`src/rtl/sub86_pkg.sv`:
```
// Shared constants for the sub86 data-RAM arbiter.
//  - Arbiter FSM encodings
//  - RAM size codes carried on BEN/MBEN
//  - Idle bus values driven to the RAM when no access executes
//  - Read-return pipeline entry type
package sub86_pkg;

    localparam logic [1:0] ARB_IDLE   = 2'd0;
    localparam logic [1:0] ARB_OWNED  = 2'd1;
    localparam logic [1:0] ARB_LOCKED = 2'd2;

    localparam logic [1:0] SZ_BYTE  = 2'b00;
    localparam logic [1:0] SZ_DWORD = 2'b01;
    localparam logic [1:0] SZ_WORD  = 2'b11;

    localparam logic       IDLE_MWEN = 1'b1;
    localparam logic [1:0] IDLE_MBEN = SZ_BYTE;

    // Owner index width in the read pipe; covers up to 8 masters.
    localparam int IDXW = 3;

    typedef struct packed {
        logic            vld;
        logic [IDXW-1:0] idx;
    } rd_ent_t;

endpackage

```
`src/rtl/sub86_mem_arb_if.sv`:
```
// Bus bundle between the sub86 masters / RAM macro and the arbiter.
//  Master side: REQ, LOCK, WEN_I, A_I, Q_I, BEN_I (packed per master) -> GNT, RDV, RD
//  RAM side:    MA, MQ, MWEN, MBEN out to the macro, MD back from it
//  modport slave  : the arbiter
//  modport master : the masters plus the RAM macro (everything around the arbiter)
interface sub86_mem_arb_if #(
    parameter int NREQ = 3,
    parameter int AW   = 32,
    parameter int DW   = 32
);
    import sub86_pkg::*;

    logic [NREQ-1:0]    REQ;
    logic [NREQ-1:0]    LOCK;
    logic [NREQ-1:0]    WEN_I;
    logic [NREQ*AW-1:0] A_I;
    logic [NREQ*DW-1:0] Q_I;
    logic [NREQ*2-1:0]  BEN_I;
    logic [NREQ-1:0]    GNT;
    logic [NREQ-1:0]    RDV;
    logic [DW-1:0]      RD;
    logic [AW-1:0]      MA;
    logic [DW-1:0]      MQ;
    logic               MWEN;
    logic [1:0]         MBEN;
    logic [DW-1:0]      MD;

    modport slave (
        input  REQ, LOCK, WEN_I, A_I, Q_I, BEN_I, MD,
        output GNT, RDV, RD, MA, MQ, MWEN, MBEN
    );

    modport master (
        output REQ, LOCK, WEN_I, A_I, Q_I, BEN_I, MD,
        input  GNT, RDV, RD, MA, MQ, MWEN, MBEN
    );

endinterface

```
`src/rtl/sub86_rr_pick.sv`:
```
// Combinational round-robin picker.
//  req : request vector
//  ptr : index where the search starts (wraps modulo NREQ)
//  oh  : one-hot winner, idx : winner index, any : at least one request
module sub86_rr_pick #(
    parameter  int NREQ = 3,
    localparam int PW   = $clog2(NREQ)
) (
    input  logic [NREQ-1:0] req,
    input  logic [PW-1:0]   ptr,
    output logic [NREQ-1:0] oh,
    output logic [PW-1:0]   idx,
    output logic            any
);

    always_comb begin
        oh  = '0;
        idx = '0;
        any = 1'b0;
        for (int k = 0; k < NREQ; k++) begin
            if (!any && req[(int'(ptr) + k) % NREQ]) begin
                any                         = 1'b1;
                oh[(int'(ptr) + k) % NREQ]  = 1'b1;
                idx                         = PW'((int'(ptr) + k) % NREQ);
            end
        end
    end

endmodule

```
`src/rtl/sub86_mem_arb.sv`:
```
// Round-robin arbiter sharing the single-port sub86 data RAM between NREQ masters.
//  CLK, RST : clock, synchronous active-high reset
//  bus      : slave side of sub86_mem_arb_if (master requests in, grants/read
//             return out, RAM A/Q/WEN/BEN pins out, RAM read data in)
// GNT is registered; an access executes in any cycle with GNT[i] & REQ[i] and
// the RAM pins are muxed combinationally from that master. LOCK keeps the
// grant on the owner for up to MAXLOCK consecutive accesses.
module sub86_mem_arb import sub86_pkg::*; #(
    parameter int NREQ    = 3,
    parameter int AW      = 32,
    parameter int DW      = 32,
    parameter int RD_LAT  = 1,
    parameter int MAXLOCK = 16
) (
    input  logic          CLK,
    input  logic          RST,
    sub86_mem_arb_if.slave bus
);

    localparam int PW = $clog2(NREQ);
    localparam int CW = $clog2(MAXLOCK + 1);

    logic [1:0]              state_q, state_d;
    logic [NREQ-1:0]         gnt_q, gnt_d;
    logic [PW-1:0]           own_q, own_d;
    logic [PW-1:0]           ptr_q, ptr_d;
    logic [CW-1:0]           cnt_q, cnt_d;
    rd_ent_t [RD_LAT-1:0]    pipe_q, pipe_d;

    logic                    access;
    logic                    hold;
    logic [NREQ-1:0]         pick_oh;
    logic [PW-1:0]           pick_idx;
    logic                    pick_any;
    logic [NREQ-1:0]         rdv;

    // Accesses are suppressed during the reset cycle so the RAM never sees a
    // write while the arbiter state is being cleared.
    assign access = !RST && |(gnt_q & bus.REQ);

    // Search for the next owner starts just past the master that accessed
    // this cycle; a sole requester therefore wraps around to itself.
    always_comb begin
        ptr_d = ptr_q;
        if (access) begin
            ptr_d = (own_q == PW'(NREQ - 1)) ? '0 : own_q + PW'(1);
        end
    end

    sub86_rr_pick #(.NREQ(NREQ)) u_pick (
        .req (bus.REQ),
        .ptr (ptr_d),
        .oh  (pick_oh),
        .idx (pick_idx),
        .any (pick_any)
    );

    // Ownership is kept only on a locked access that has not used up its
    // MAXLOCK budget; every other case (unlocked access, owner idle for a
    // cycle, budget exhausted) falls back to normal arbitration.
    always_comb begin
        hold = access && bus.LOCK[own_q] &&
               (state_q != ARB_LOCKED || cnt_q < CW'(MAXLOCK - 1));
        gnt_d   = hold ? gnt_q : pick_oh;
        own_d   = hold ? own_q : pick_idx;
        cnt_d   = hold ? cnt_q + CW'(1) : '0;
        state_d = hold ? ARB_LOCKED : (pick_any ? ARB_OWNED : ARB_IDLE);
    end

    // Read return: reads enter at the head with their owner, RDV fires from the tail.
    always_comb begin
        pipe_d[0].vld = access && bus.WEN_I[own_q];
        pipe_d[0].idx = IDXW'(own_q);
        for (int k = 1; k < RD_LAT; k++) begin
            pipe_d[k] = pipe_q[k-1];
        end
    end

    always_comb begin
        rdv = '0;
        for (int i = 0; i < NREQ; i++) begin
            rdv[i] = !RST && pipe_q[RD_LAT-1].vld && (pipe_q[RD_LAT-1].idx == IDXW'(i));
        end
    end

    always_ff @(posedge CLK) begin
        if (RST) begin
            state_q <= ARB_IDLE;
            gnt_q   <= '0;
            own_q   <= '0;
            ptr_q   <= '0;
            cnt_q   <= '0;
            pipe_q  <= '0;
        end else begin
            state_q <= state_d;
            gnt_q   <= gnt_d;
            own_q   <= own_d;
            ptr_q   <= ptr_d;
            cnt_q   <= cnt_d;
            pipe_q  <= pipe_d;
        end
    end

    assign bus.GNT  = gnt_q;
    assign bus.RDV  = rdv;
    assign bus.RD   = bus.MD;
    assign bus.MA   = access ? bus.A_I[int'(own_q)*AW +: AW] : '0;
    assign bus.MQ   = access ? bus.Q_I[int'(own_q)*DW +: DW] : '0;
    assign bus.MWEN = access ? bus.WEN_I[own_q] : IDLE_MWEN;
    assign bus.MBEN = access ? bus.BEN_I[int'(own_q)*2 +: 2] : IDLE_MBEN;

endmodule

```
`src/flat_wrapper.sv`:
```
// flat-port wrapper written by rule: the top's interface ports become plain ports
module sub86_mem_arb_flat import sub86_pkg::*;
#(
    parameter int NREQ    = 3,
    parameter int AW      = 32,
    parameter int DW      = 32,
    parameter int RD_LAT  = 1,
    parameter int MAXLOCK = 16
)
  (CLK, RST, bus_REQ, bus_LOCK, bus_WEN_I, bus_A_I, bus_Q_I, bus_BEN_I, bus_MD, bus_GNT, bus_RDV, bus_RD, bus_MA, bus_MQ, bus_MWEN, bus_MBEN);
  sub86_mem_arb_if #(.NREQ(NREQ), .AW(AW), .DW(DW)) bus_i ();
  input  logic CLK;
  input  logic RST;
  input wire logic [$bits(bus_i.REQ)-1:0] bus_REQ;
  input wire logic [$bits(bus_i.LOCK)-1:0] bus_LOCK;
  input wire logic [$bits(bus_i.WEN_I)-1:0] bus_WEN_I;
  input wire logic [$bits(bus_i.A_I)-1:0] bus_A_I;
  input wire logic [$bits(bus_i.Q_I)-1:0] bus_Q_I;
  input wire logic [$bits(bus_i.BEN_I)-1:0] bus_BEN_I;
  input wire logic [$bits(bus_i.MD)-1:0] bus_MD;
  output wire logic [$bits(bus_i.GNT)-1:0] bus_GNT;
  output wire logic [$bits(bus_i.RDV)-1:0] bus_RDV;
  output wire logic [$bits(bus_i.RD)-1:0] bus_RD;
  output wire logic [$bits(bus_i.MA)-1:0] bus_MA;
  output wire logic [$bits(bus_i.MQ)-1:0] bus_MQ;
  output wire logic [$bits(bus_i.MWEN)-1:0] bus_MWEN;
  output wire logic [$bits(bus_i.MBEN)-1:0] bus_MBEN;
  assign bus_i.REQ = bus_REQ;
  assign bus_i.LOCK = bus_LOCK;
  assign bus_i.WEN_I = bus_WEN_I;
  assign bus_i.A_I = bus_A_I;
  assign bus_i.Q_I = bus_Q_I;
  assign bus_i.BEN_I = bus_BEN_I;
  assign bus_i.MD = bus_MD;
  assign bus_GNT = bus_i.GNT;
  assign bus_RDV = bus_i.RDV;
  assign bus_RD = bus_i.RD;
  assign bus_MA = bus_i.MA;
  assign bus_MQ = bus_i.MQ;
  assign bus_MWEN = bus_i.MWEN;
  assign bus_MBEN = bus_i.MBEN;
  sub86_mem_arb #(.NREQ(NREQ), .AW(AW), .DW(DW), .RD_LAT(RD_LAT), .MAXLOCK(MAXLOCK)) u_core (.CLK(CLK), .RST(RST), .bus(bus_i));
endmodule
```
`config.mk`:
```
export PLATFORM = sky130hd
export DESIGN_NAME = sub86_mem_arb_flat
export DESIGN_NICKNAME = d
export VERILOG_FILES = /design/src/rtl/sub86_pkg.sv /design/src/rtl/sub86_mem_arb_if.sv /design/src/rtl/sub86_rr_pick.sv /design/src/rtl/sub86_mem_arb.sv /design/src/flat_wrapper.sv
export SDC_FILE = /design/constraint.sdc
export NUM_CORES = 1
export LEC_CHECK = 0
export ABC_AREA = 1
export CORE_AREA = 4 4 133 135
export CTS_CLUSTER_DIAMETER = 40
export DETAILED_ROUTE_END_ITERATION = 12
export DIE_AREA = 0 0 137 139
export DONT_BUFFER_PORTS = 1
export RECOVER_POWER = 100
export SLEW_MARGIN = 20
export SYNTH_ARGS = -nofsm -noshare
export SYNTH_HDL_FRONTEND = slang
export SYNTH_SLANG_ARGS = --single-unit
```
`constraint.sdc`:
```
create_clock -name CLK -period 3.11 [get_ports CLK]
set_clock_uncertainty 0.1 [all_clocks]
set_input_delay 0.1555 -clock CLK [delete_from_list [all_inputs] [get_ports CLK]]
set_output_delay 0.1555 -clock CLK [all_outputs]
set_load 0.02 [all_outputs]
```
Word level (Yosys, flattened, before mapping)
Index checks and enable logic that the tools add are counted.
{ "totals": {"memories": 0, "elab_cells": 92, "output_inout_bits": 105, "ram_bits": 0, "in_bits": 241, "latchBits": 0, "rom_bits": 0, "reg_bits": 18} }
{ "op_classes": {"n_reduce_logical": 21, "n_div": 3, "add_sub_neg": 4, "eq_ne": 4, "n_mux": 36, "shift": 3, "n_lt_le_gt_ge": 8, "n_bitwise": 4, "mul": 0} }
{ "op_table": {"columns": ["operator", "count"], "rows": [
  ["variable part select 96 x 8 -> 32 bit", 2],
  [">= comparator 32 x 1 -> 1 bit, second input constant", 3],
  ["< comparator 32 x 4 -> 1 bit, second input constant", 3],
  ["modulo 32 x 3 -> 32 bit, second input constant", 2],
  ["2-to-1 mux 32 bit", 2],
  ["modulo 3 x 3 -> 32 bit, second input constant", 1],
  ["2-to-1 mux 1 bit", 16],
  ["2-to-1 mux 2 bit", 7],
  ["logical AND 1 bit", 13],
  ["binary-select mux 1 bit (select 2 bit)", 5],
  ["2-to-1 mux 3 bit", 3],
  ["demux 1 bit (select 2 bit)", 3],
  ["bitwise OR 3 bit", 2],
  ["variable part select 6 x 4 -> 2 bit", 1],
  ["adder 5 x 1 -> 5 bit, second input constant", 1],
  ["< comparator 5 x 4 -> 1 bit, second input constant", 1],
  ["OR reduction 2 bit", 2],
  ["adder 2 x 1 -> 3 bit, second input constant", 1],
  ["adder 2 x 2 -> 3 bit, second input constant", 1],
  ["AND 3 bit", 1],
  ["equality test 3 x 1 -> 1 bit, second input constant", 1],
  ["equality test 3 x 2 -> 1 bit, second input constant", 1],
  ["zero test 1 bit", 3],
  ["zero test 3 bit", 1],
  ["7 further kinds", 7]
]} }

Longest topological paths before layout
Gate-level depths: netlist (run 1).
{ "logic_depth": {"depth_word": 17, "ltp_mapped": 19, "depth_no_buf": 18} }

Hierarchy
Synthesis (run 1) repeated with hierarchy kept, for this count alone.
{ "hier_totals": {"hier_cells": 485, "area_unflattened_um2": 2606.2} }
{ "modules_own_cells": {"columns": ["module", "seq_area_each_um2", "area_per_inst_um2", "instances", "cells_each"], "rows": [
  ["sub86_mem_arb", 340.3, 2285.9, 1, 424],
  ["sub86_rr_pick", 0.0, 320.3, 1, 61]
]} }

Worst setup path after synthesis (run 1)
No wires, ideal clock.
{ "synth_timing": {"path_type": "register -> register", "start": "reg u_core.gnt_q[2], in the netlist u_core.bus.GNT[2]", "end": "reg u_core.gnt_q[1], in the netlist u_core.bus.GNT[1]", "t_required_ns": 2.952, "path_buffers": 1, "stages_incl_launch_ff": 17, "setup_slack_ns": 0.795, "arrival_ns": 2.157, "synth_period_minus_slack_ns": 2.315, "setup_time_ns": 0.058, "path_cell_list": "dfxtp_1 > nand2_1 > nand3_1 > nand2_1 > inv_1 > nand2_1 > nand2_1 > inv_1 > ha_1 > clkbuf_2 > inv_1 > o21ai_0 > o21ai_0 > nand3_1 > nand2_1 > nand2_1 > nand2_1"} }
{ "synth_via": {"elab_chain_len": 15, "word_cells_on_any_way": 46, "cone_classes": "add/sub: 2; div: 3; order compare: 6; mux: 21; bitwise: 3; reduce/logical: 11"} }
{ "synth_rtl": {"columns": ["element", "line_no", "source"], "rows": [
  ["start: declaration", "sub86_mem_arb.sv:24", "logic [NREQ-1:0] gnt_q, gnt_d;"],
  ["start signal: assignment", "sub86_mem_arb.sv:96", "gnt_q <= gnt_d;"],
  ["AND 3 bit *", "sub86_mem_arb.sv:39", "assign access = !RST && |(gnt_q & bus.REQ);"],
  ["OR reduction 3 bit *", "sub86_mem_arb.sv:39", null],
  ["logical AND 1 bit *", "sub86_mem_arb.sv:39", null],
  ["2-to-1 mux 2 bit *", "sub86_mem_arb.sv:45", "if (access) begin"],
  ["via u_core.ptr_d[0]", "sub86_mem_arb.sv:26", "logic [PW-1:0] ptr_q, ptr_d;"],
  ["branches (longest 10 deep; another with modulo 32 x 3 -> 32 bit)", null, null],
  ["2-to-1 mux 3 bit *", "sub86_rr_pick.sv:21", "if (!any && req[(int'(ptr) + k) % NREQ]) begin"]
]} }
Mark *: on every way through the listed nets, which the timed path passes. The select of a mux whose other input is x is not followed.
A chain may end at the register's enable or synchronous reset.

Worst setup path in the final report (run 1)
{ "layout_timing": {"start": "reg u_core.own_q[0]", "end": "out bus_MQ[0]"} }
{ "layout_via": {"elab_chain_len": 2} }
{ "layout_rtl": {"columns": ["element", "line_no", "source"], "rows": [
  ["start: declaration", "sub86_mem_arb.sv:25", "logic [PW-1:0] own_q, own_d;"],
  ["start signal: assignment", "sub86_mem_arb.sv:97", "own_q <= own_d;"],
  ["variable part select 96 x 8 -> 32 bit", "sub86_mem_arb.sv:108", "assign bus.MQ = access ? bus.Q_I[int'(own_q)*DW +: DW] : '0;"],
  ["2-to-1 mux 32 bit", "sub86_mem_arb.sv:108", null],
  ["end: declaration", "flat_wrapper.sv:25", "output wire logic [$bits(bus_i.MQ)-1:0] bus_MQ;"]
]} }
Every way passes these cells.

==> run_results.csv, run 1 <==
group,metric,value,unit
detailed_routing,drt-pass1-iter-count,9,
synthesis,synthSimpleGateAreaFrac,46.03,%
clocking,cts.hold.buffers_added,1,
clocking,clock_latency,250,ps
critical_path,crit_type,"flop to output port",
critical_path,cpPeakStageDelay,600,ps
synthesis,synthAdderAreaFrac,2.499,%
clocking,cts_made_buffers,3,
synthesis,yosys.area_share.xor_xnor,0.3498,%
timing,period_share,85.48,%
detailed_routing,post_drt_wl_per_cell,16.98,microns
synthesis,synth_top_family_by_area,"simple AND/OR/NAND/NOR gates",
run,cap_violations,0,
clocking,cts_resized,0,
timing,relSlewSlack,52.83,%
synthesis,synth.distinct_cells,22,
timing,hold_violations,0,
floorplanning,core_area,0.01647,sq mm
critical_path,path_max_fanout,67,
run_status,outcome,"complete, no violations",
synthesis,synth_seq_cells,17,
timing,slew_violations,0,
critical_path,start_kind,"flop",
floorplanning,io_pins,346,
detailed_routing,ant_nets,0,
synthesis,netlist_area,0.002504,sq mm
floorplanning,die_w,137,microns
synthesis,ys_warn_count,0,
floorplanning,num_rows,47,
critical_path,cp.required,2850,ps
clocking,cts_root_buf,"clkbuf_16",
cells_and_area,num_antenna_cells,0,
global_route,grt_pass1_vias,2876,
critical_path,cp_top_family,"buffers and inverters",
placement,io_buffers,0,
timing,fmax,376.2,MHz
cells_and_area,syn_to_final_growth,1.699,%
floorplanning,die_area,0.01904,sq mm
global_route,grt_first_pass_wirelength,15.85,mm
synthesis,synth_cells,480,
timing,whs,28.39,ps
cells_and_area,drive_above_1_share,2.778,%
synthesis,ys_seq_area_share,13.59,%
critical_path,critPathBufInv,2,
power_and_ir_drop,cellLeakagePower,0.9633,nW
placement,placed_cell_area,0.002486,sq mm
clocking,cts_tree,"built",
cells_and_area,nets,679,
critical_path,crit_chain,"inv_1 -> nor2_1 -> buf_4 -> nand2_1 -> a31oi_1",
timing,period_needed,2658,ps
synthesis,synth_mux_area_share,0,%
global_route,antenna_found_initial,0,
critical_path,worstSetupEndpointType,"output port",
global_route,met2_usage,18.62,%
cells_and_area,nFillCells,1948,
global_route,grt_overflow,0,
detailed_routing,detail_route.iter0.violations,217,
floorplanning,die_h,139,microns
cells_and_area,finish.instance_area,0.002546,sq mm
cells_and_area,final_core_util,15.46,%
timing,setup_tns,0,ps
synthesis,synth_compound_area_share,18.74,%
clocking,h-tree-depth,1,
floorplanning,initial_core_util,15.21,%
detailed_routing,vias,3088,
detailed_routing,drt-total-wl,11.07,mm
power_and_ir_drop,peakVddDrop,0.2603,mV
clocking,cts_setup_buffers,0,
synthesis,postSynthAreaPerCell,5.216,sq um
critical_path,cp.arrival,2400,ps
clocking,clock-sinks,17,
timing,grt_setup_unrepaired,"no",
synthesis,synth_nets,726,
global_route,grt_use_met1,12.44,%
critical_path,cp_slowest_cell,"a31oi_1",
timing,worst_slew_pin_slew,707.6,ps
min_path,hold_class,"primary input to flop",
clocking,ctsLongestPathBuffers,2,
global_route,grt_util_met3,3.084,%
timing,setup_slack,451.5,ps
clocking,clk_pin_slew,50,ps
detailed_routing,vias_per_cell,4.736,
global_route,grt_max_degree,68,
detailed_routing,drc,0,
timing,final-setup-viol-count,0,
placement,gp_congestion,0.9054,
global_route,gr-max-usage-layer,"met2",
power_and_ir_drop,power.density,894.0,mW/mm^2
global_route,track_usage,10.48,%
placement,hpwl,9.104,mm
placement,dp_slack,616.0,ps
cells in the mapped netlist:
cell type,count,area share [%]
nand4_1,2,0.50
nor3_1,3,0.60
clkbuf_2,1,0.20
clkbuf_1,12,1.8
nor2_2,2,0.50
o21a_1,1,0.30
buf_2,15,3.0
ha_1,5,2.5
nor2_1,21,3.1
inv_2,4,0.60
nand3_4,1,0.70
nand3_1,14,2.8
a31oi_1,67,17
o21ai_1,1,0.20
xor2_1,1,0.35
o21bai_1,1,0.30
inv_1,22,3.3
nor3b_1,1,0.30
buf_4,33,9.9
o21ai_0,6,1.2
nand2_1,250,37
dfxtp_1,17,14
cell type report:
type	count	area, sq um	area share [%]
clock buffers	3	75.07	2.948
clock inverters	1	5.005	0.1966
inverters	26	97.59	3.833
multi-input cells	376	1690	66.39
flip-flops and latches	17	340.3	13.37
well taps	220	275.3	10.81
repair buffers	9	62.56	2.457
sequential cells by signal (all words and copies together), names as in the netlist:
name,cells
u_core.pipe_q,3
u_core.state_q,2
u_core.ptr_q,2
u_core.own_q,2
u_core.cnt_q,5
u_core.bus.GNT,3
final timing paths:
| kind | slack, ps | end | cells after the start | start |
|---|---|---|---|---|
| min reg2reg | 370 | u_core.cnt_q[0] | 1 | u_core.cnt_q[0] |
| max | 450 | bus_MQ[0] | 5 | u_core.own_q[0] |
| max reg2reg | 560 | u_core.own_q[0] | 10 | u_core.own_q[0] |
| min | 30 | u_core.pipe_q[3] | 2 | bus_WEN_I[1] |
report_power, final:
part	internal, mW	total, mW	switching, mW
logic	0.382	1.69	1.30
registers	0.269	0.333	0.0638
clock network	0.172	0.257	0.0848
layout by cell type, fill, tap and decap left out, types with 2 or more instances in the layout:
| cell type | n |
|---|---|
| ha_1 | 5 |
| nand2_1 | 250 |
| buf_4 | 6 |
| nand3_1 | 15 |
| nor3_1 | 3 |
| a31oi_1 | 67 |
| clkbuf_1 | 2 |
| dfxtp_1 | 17 |
| nor2_1 | 21 |
| nand4_1 | 2 |
| o21ai_0 | 7 |
| clkbuf_16 | 3 |
| nor2_4 | 2 |
| inv_1 | 26 |
metrics by stage:
step                      std cells  power [mW]
after floorplan                 480       1.725
after global placement          647       2.022
after detailed placement        647       2.043
after CTS                       652       2.304
after global routing            652       2.541
final                           652       2.276
routing by layer:
layer  wire length [microns]  vias to the layer above
met1                    4064                     1382
met4                     188                        0
met3                    1444                       15
li1                        -                     1430
met2                    5375                      261
met5                       0                        -
cell families after synthesis:
logic type / after synthesis
simple gates: 294
buf+inv: 87
compound gates: 76
flops: 17
fa+ha+maj: 5
xor+xnor: 1
(Power assumes the default switching activity.)
==> inputs of run 2 (changes only) <==
clock period = 3.4 ns   (was 3.11 ns; I/O delays follow)
==> run 2 against run 1 <==
Against the previous run: utilization rose by 0.091 points; routed wire length rose by 2.4%; sequential cell count stayed put; worst hold slack better by 52 ps; critical endpoint is now bus_MA[4]; sequential power down 7.8%; clock power shrank 8.2%; highest routed layer unchanged; non-clock buffer count unchanged; largest cell class unchanged.
==> run_results.csv, run 2 (synthesis gave the netlist of run 1 again) <==
group,metric,value,unit
floorplanning,initial_core_util,15.21,%
floorplanning,core_area,0.01647,sq mm
timing,slew_violations,0,
global_route,grt_pass1_vias,2828,
timing,grt_setup_unrepaired,"no",
timing,worst_slew_pin_slew,855.8,ps
clocking,cts_root_buf,"clkbuf_16",
placement,dp_slack,899.1,ps
cells_and_area,multi_input_area,0.001690,sq mm
timing,setup_tns,0,ps
min_path,hold_class,"primary input to flop",
floorplanning,die_w,137,microns
run,cap_violations,0,
placement,hpwl,9.409,mm
floorplanning,num_rows,47,
global_route,grt_overflow,0,
timing,fmax,354.4,MHz
global_route,antenna_found_initial,0,
placement,io_buffers,0,
critical_path,r2r_cells,10,
global_route,grt_first_pass_wirelength,15.63,mm
cells_and_area,nFillCells,1928,
cells_and_area,syn_to_final_growth,2.299,%
clocking,cts_tree,"built",
cells_and_area,largest_reg_flops,5,
clocking,clock-sinks,17,
min_path,hold_depth,2,
cells_and_area,layout_commonest_cell,"nand2_1",
power_and_ir_drop,power.density,825.6,mW/mm^2
critical_path,critPathBufInv,2,
critical_path,cp.required,3130,ps
clocking,cts_made_buffers,3,
cells_and_area,num_antenna_cells,0,
critical_path,cp_top_family,"buffers and inverters",
timing,period_share,83.00,%
global_route,track_usage,10.38,%
floorplanning,io_pins,346,
power_and_ir_drop,peakVddDrop,0.3503,mV
cells_and_area,drive_above_1_share,3.472,%
detailed_routing,post_drt_wl_per_cell,17.40,microns
timing,period_needed,2822,ps
detailed_routing,detail_route.iter0.violations,240,
critical_path,cpPeakStageDelay,680,ps
run_status,outcome,"complete, no violations",
critical_path,crit_type,"flop to output port",
cells_and_area,regMostFlops,"u_core.cnt_q",
power_and_ir_drop,cellLeakagePower,0.9697,nW
floorplanning,die_area,0.01904,sq mm
global_route,grt_max_degree,37,
timing,final-setup-viol-count,0,
critical_path,worstSetupEndpointType,"output port",
critical_path,crit_chain,"inv_1 -> nor2_1 -> clkbuf_2 -> nand2_1 -> a31oi_1",
critical_path,cp.arrival,2550,ps
detailed_routing,vias,3117,
cells_and_area,seqCellArea,340.3,sq um
detailed_routing,vias_per_cell,4.781,
detailed_routing,drc,0,
critical_path,start_kind,"flop",
cells_and_area,nets,679,
detailed_routing,drt-total-wl,11.34,mm
critical_path,path_max_fanout,35,
detailed_routing,drt-pass1-iter-count,8,
clocking,h-tree-depth,1,
critical_path,crit_cells,5,
timing,relSlewSlack,42.68,%
clocking,ctsLongestPathBuffers,2,
cells_and_area,layout_common_cells,"nand2_1, a31oi_1, inv_1",
critical_path,cp_slowest_cell,"a31oi_1",
floorplanning,die_h,139,microns
timing,setup_slack,578.1,ps
timing,hold_violations,0,
placement,gp_congestion,0.8623,
clocking,clk_pin_slew,50,ps
clocking,cts_setup_buffers,0,
clocking,clock_latency,250,ps
detailed_routing,ant_nets,0,
run 2: worst paths after layout:
path,startpoint,endpoint,slack [ps]
max reg2reg,u_core.own_q[0],u_core.own_q[0],710
min,bus_WEN_I[1],u_core.pipe_q[3],80
min reg2reg,u_core.cnt_q[0],u_core.cnt_q[0],360
max,u_core.own_q[0],bus_MA[4],580
run 2: area by class of cell:
type | count | share of cell area [%]
tap | 220 | 10.75
timing repair buffer | 9 | 3.029
multi-input combinational | 376 | 66.00
clock inverter | 1 | 0.1954
inverter | 26 | 3.810
clock buffer | 3 | 2.931
sequential | 17 | 13.29
run 2: where the power goes:
group / switching (mW) / internal [mW] / total (mW)
logic: 1.21 / 0.365 / 1.57
registers: 0.0611 / 0.246 / 0.307
clock network: 0.0791 / 0.157 / 0.236
run 2: worst register-to-register path: cells and delay by family, from the launching register on:
| family | cells | cell delay, ps |
|---|---|---|
| buffers and inverters | 3 | 730 |
| and+or+nand+nor | 7 | 1260 |
| DFF | 1 | 500 |
run 2: timing repair:
item                                   4_1_cts  5_1_grt
endpoints found under the hold margin        4        0
resized for setup                            0        0
hold buffers                                 1        0
run 2: through the flow:
step | std cells | total power [mW] | area [sq um] | util (%) | hold slack, ps
final | 652 | 2.115 | 2561 | 15.55 | 80.86
after global routing | 652 | 2.341 | 2561 | 15.55 | 96.80
after CTS | 652 | 2.128 | 2589 | 15.72 | 68.85
after detailed placement | 647 | 1.883 | 2499 | 15.17 | 145.7
after global placement | 647 | 1.873 | 2499 | 15.17 | 148.5
after floorplan | 480 | 1.578 | 2504 | - | 142.3
run 2: metal layers:
| metal | part of all wire (%) | vias to the layer above | global-route usage [%] |
|---|---|---|---|
| li1 | - | 1428 | - |
| met1 | 37 | 1398 | 12.65 |
| met2 | 49 | 275 | 17.97 |
| met3 | 13 | 16 | 3.628 |
| met4 | 1.5 | 0 | 1.366 |
| met5 | 0 | - | 0 |
==> inputs of run 3 (changes only) <==
clock period = 2.4 ns   (was 3.4 ns; I/O delays follow)
==> run 3 against run 2 <==
Against the previous run: utilization up 1.8 points; worst hold slack worse by 64 ps; non-clock buffer count up 55; total power up 52%; critical path depth up 1; clock power up 41%; sequential share of layout area down 1.4 points; worst setup slack worse by 440 ps; final cell count up 8.6%; routed wire length up 2.4%; largest cell class unchanged; largest power group unchanged.
==> run_results.csv, run 3 (synthesis gave the netlist of run 1 again) <==
group,metric,value,unit
clocking,clock-sinks,17,
power_and_ir_drop,power.density,1127,mW/mm^2
cells_and_area,seqCellArea,340.3,sq um
power_and_ir_drop,p_sw,1.977,mW
timing,grt_setup_unrepaired,"yes",
cells_and_area,syn_to_final_growth,13.99,%
cells_and_area,fin_cells,708,
cells_and_area,drive_above_1_share,8.214,%
clocking,h-tree-depth,1,
power_and_ir_drop,p_int,1.240,mW
timing,slew_violations,0,
critical_path,critPathBufInv,3,
placement,dp_slack,93.54,ps
placement,gp_congestion,0.8391,
clocking,clock_latency,250,ps
placement,placed_cell_area,0.002912,sq mm
power_and_ir_drop,switching_share,61.45,%
detailed_routing,vias_per_cell,4.633,
power_and_ir_drop,cellLeakagePower,1.108,nW
detailed_routing,vias,3280,
cells_and_area,regMostFlops,"u_core.cnt_q",
min_path,hold_class,"primary input to flop",
floorplanning,num_rows,47,
critical_path,cp.required,2180,ps
global_route,antenna_found_initial,1,
timing,hold_violations,0,
critical_path,cpPeakStageDelay,470,ps
clocking,ctsLongestPathBuffers,2,
run_status,outcome,"complete, no violations",
floorplanning,die_h,139,microns
critical_path,worstSetupEndpointType,"output port",
detailed_routing,drc,0,
placement,post-place-cells,702,
detailed_routing,drt-pass1-iter-count,5,
timing,relSlewSlack,55.24,%
detailed_routing,detail_route.iter0.violations,246,
power_and_ir_drop,seq_power_share,12.2,%
global_route,grt_overflow,0,
power_and_ir_drop,comb_power_share,77.5,%
cells_and_area,finish.instance_area,0.002854,sq mm
clocking,cts_root_buf,"clkbuf_16",
detailed_routing,post_drt_wl_per_cell,16.41,microns
clocking,cts_tree,"built",
detailed_routing,drt-total-wl,11.62,mm
floorplanning,core_area,0.01647,sq mm
critical_path,cp_top_family,"buffers and inverters",
floorplanning,io_pins,346,
critical_path,path_max_fanout,24,
global_route,grt_max_degree,68,
power_and_ir_drop,pwr-share-clk,10.3,%
placement,io_buffers,0,
critical_path,cp.arrival,2050,ps
power_and_ir_drop,peakVddDrop,0.5087,mV
critical_path,crit_type,"flop to output port",
timing,whs,17.13,ps
floorplanning,initial_core_util,15.21,%
timing,final-setup-viol-count,0,
critical_path,start_kind,"flop",
cells_and_area,nets,734,
placement,hpwl,9.398,mm
cells_and_area,multi_input_area,0.001720,sq mm
run,cap_violations,0,
floorplanning,die_area,0.01904,sq mm
clocking,cts_made_buffers,3,
critical_path,cp_slowest_cell,"dfxtp_1",
cells_and_area,layout_commonest_cell,"nand2_1",
cells_and_area,nFillCells,1937,
timing,setup_slack,134.0,ps
timing,period_needed,2266,ps
cells_and_area,largest_reg_flops,5,
clocking,clk_pin_slew,50,ps
detailed_routing,ant_nets,0,
global_route,grt_first_pass_wirelength,16.14,mm
timing,fmax,441.3,MHz
critical_path,crit_chain,"inv_2 -> nor2_1 -> buf_4 -> clkbuf_4 -> nand2_1 -> a31oi_1",
floorplanning,die_w,137,microns
cells_and_area,layout_common_cells,"nand2_1, a31oi_1, clkbuf_1",
timing,period_share,94.42,%
global_route,grt_pass1_vias,2940,
timing,worst_slew_pin_slew,666.2,ps
global_route,track_usage,10.79,%
## run 3: layout make-up
type / instances / share of cell area (%)
Tap cell: 220 / 9.645
Multi-Input combinational cell: 376 / 60.28
Antenna cell: 1 / 0.08768
Timing Repair Buffer: 64 / 11.88
Clock buffer: 4 / 2.762
Sequential cell: 17 / 11.92
Inverter: 26 / 3.420
## run 3: metal layers
metal,GRT usage [%],up-vias,routed length [microns]
li1,-,1540,-
met1,13.15,1466,4287
met3,3.193,10,1450
met4,1.733,0,124
met2,18.93,264,5754
met5,0,-,0
## run 3: worst paths after layout
check,startpoint,end,slack [ps],cells past startpoint
worst min register to register,u_core.cnt_q[0],u_core.cnt_q[0],360,1
worst max-delay path,u_core.own_q[1],bus_MQ[28],130,6
worst max register to register,u_core.bus.GNT[2],u_core.bus.GNT[1],270,18
worst min-delay path,bus_WEN_I[1],u_core.pipe_q[3],20,2
## run 3: timing repair
item                                   4_1_cts  5_1_grt
hold buffers                                 1        0
setup buffers                                0        0
gates resized for setup                      0        6
setup endpoints to repair                    0       17
endpoints found under the hold margin        4        0
## run 3: power by group through the flow
stage | registers, mW | logic (mW) | clock network [mW]
after floorplan | 0.420 | 1.82 | 0
after global placement | 0.398 | 2.55 | 0
final | 0.394 | 2.49 | 0.332
after detailed placement | 0.401 | 2.58 | 0
after CTS | 0.396 | 2.59 | 0.339
after global routing | 0.398 | 2.79 | 0.354
## run 3: metrics by stage
| step | TNS (ps) | total power, mW | utilization [%] |
|---|---|---|---|
| finish | 0 | 3.217 | 17.33 |
| global route | -22.14 | 3.538 | 17.33 |
| CTS | 0 | 3.322 | 18.22 |
| detailed placement | 0 | 2.977 | 17.68 |
| global placement | 0 | 2.945 | 17.68 |
| floorplan | 0 | 2.236 | - |
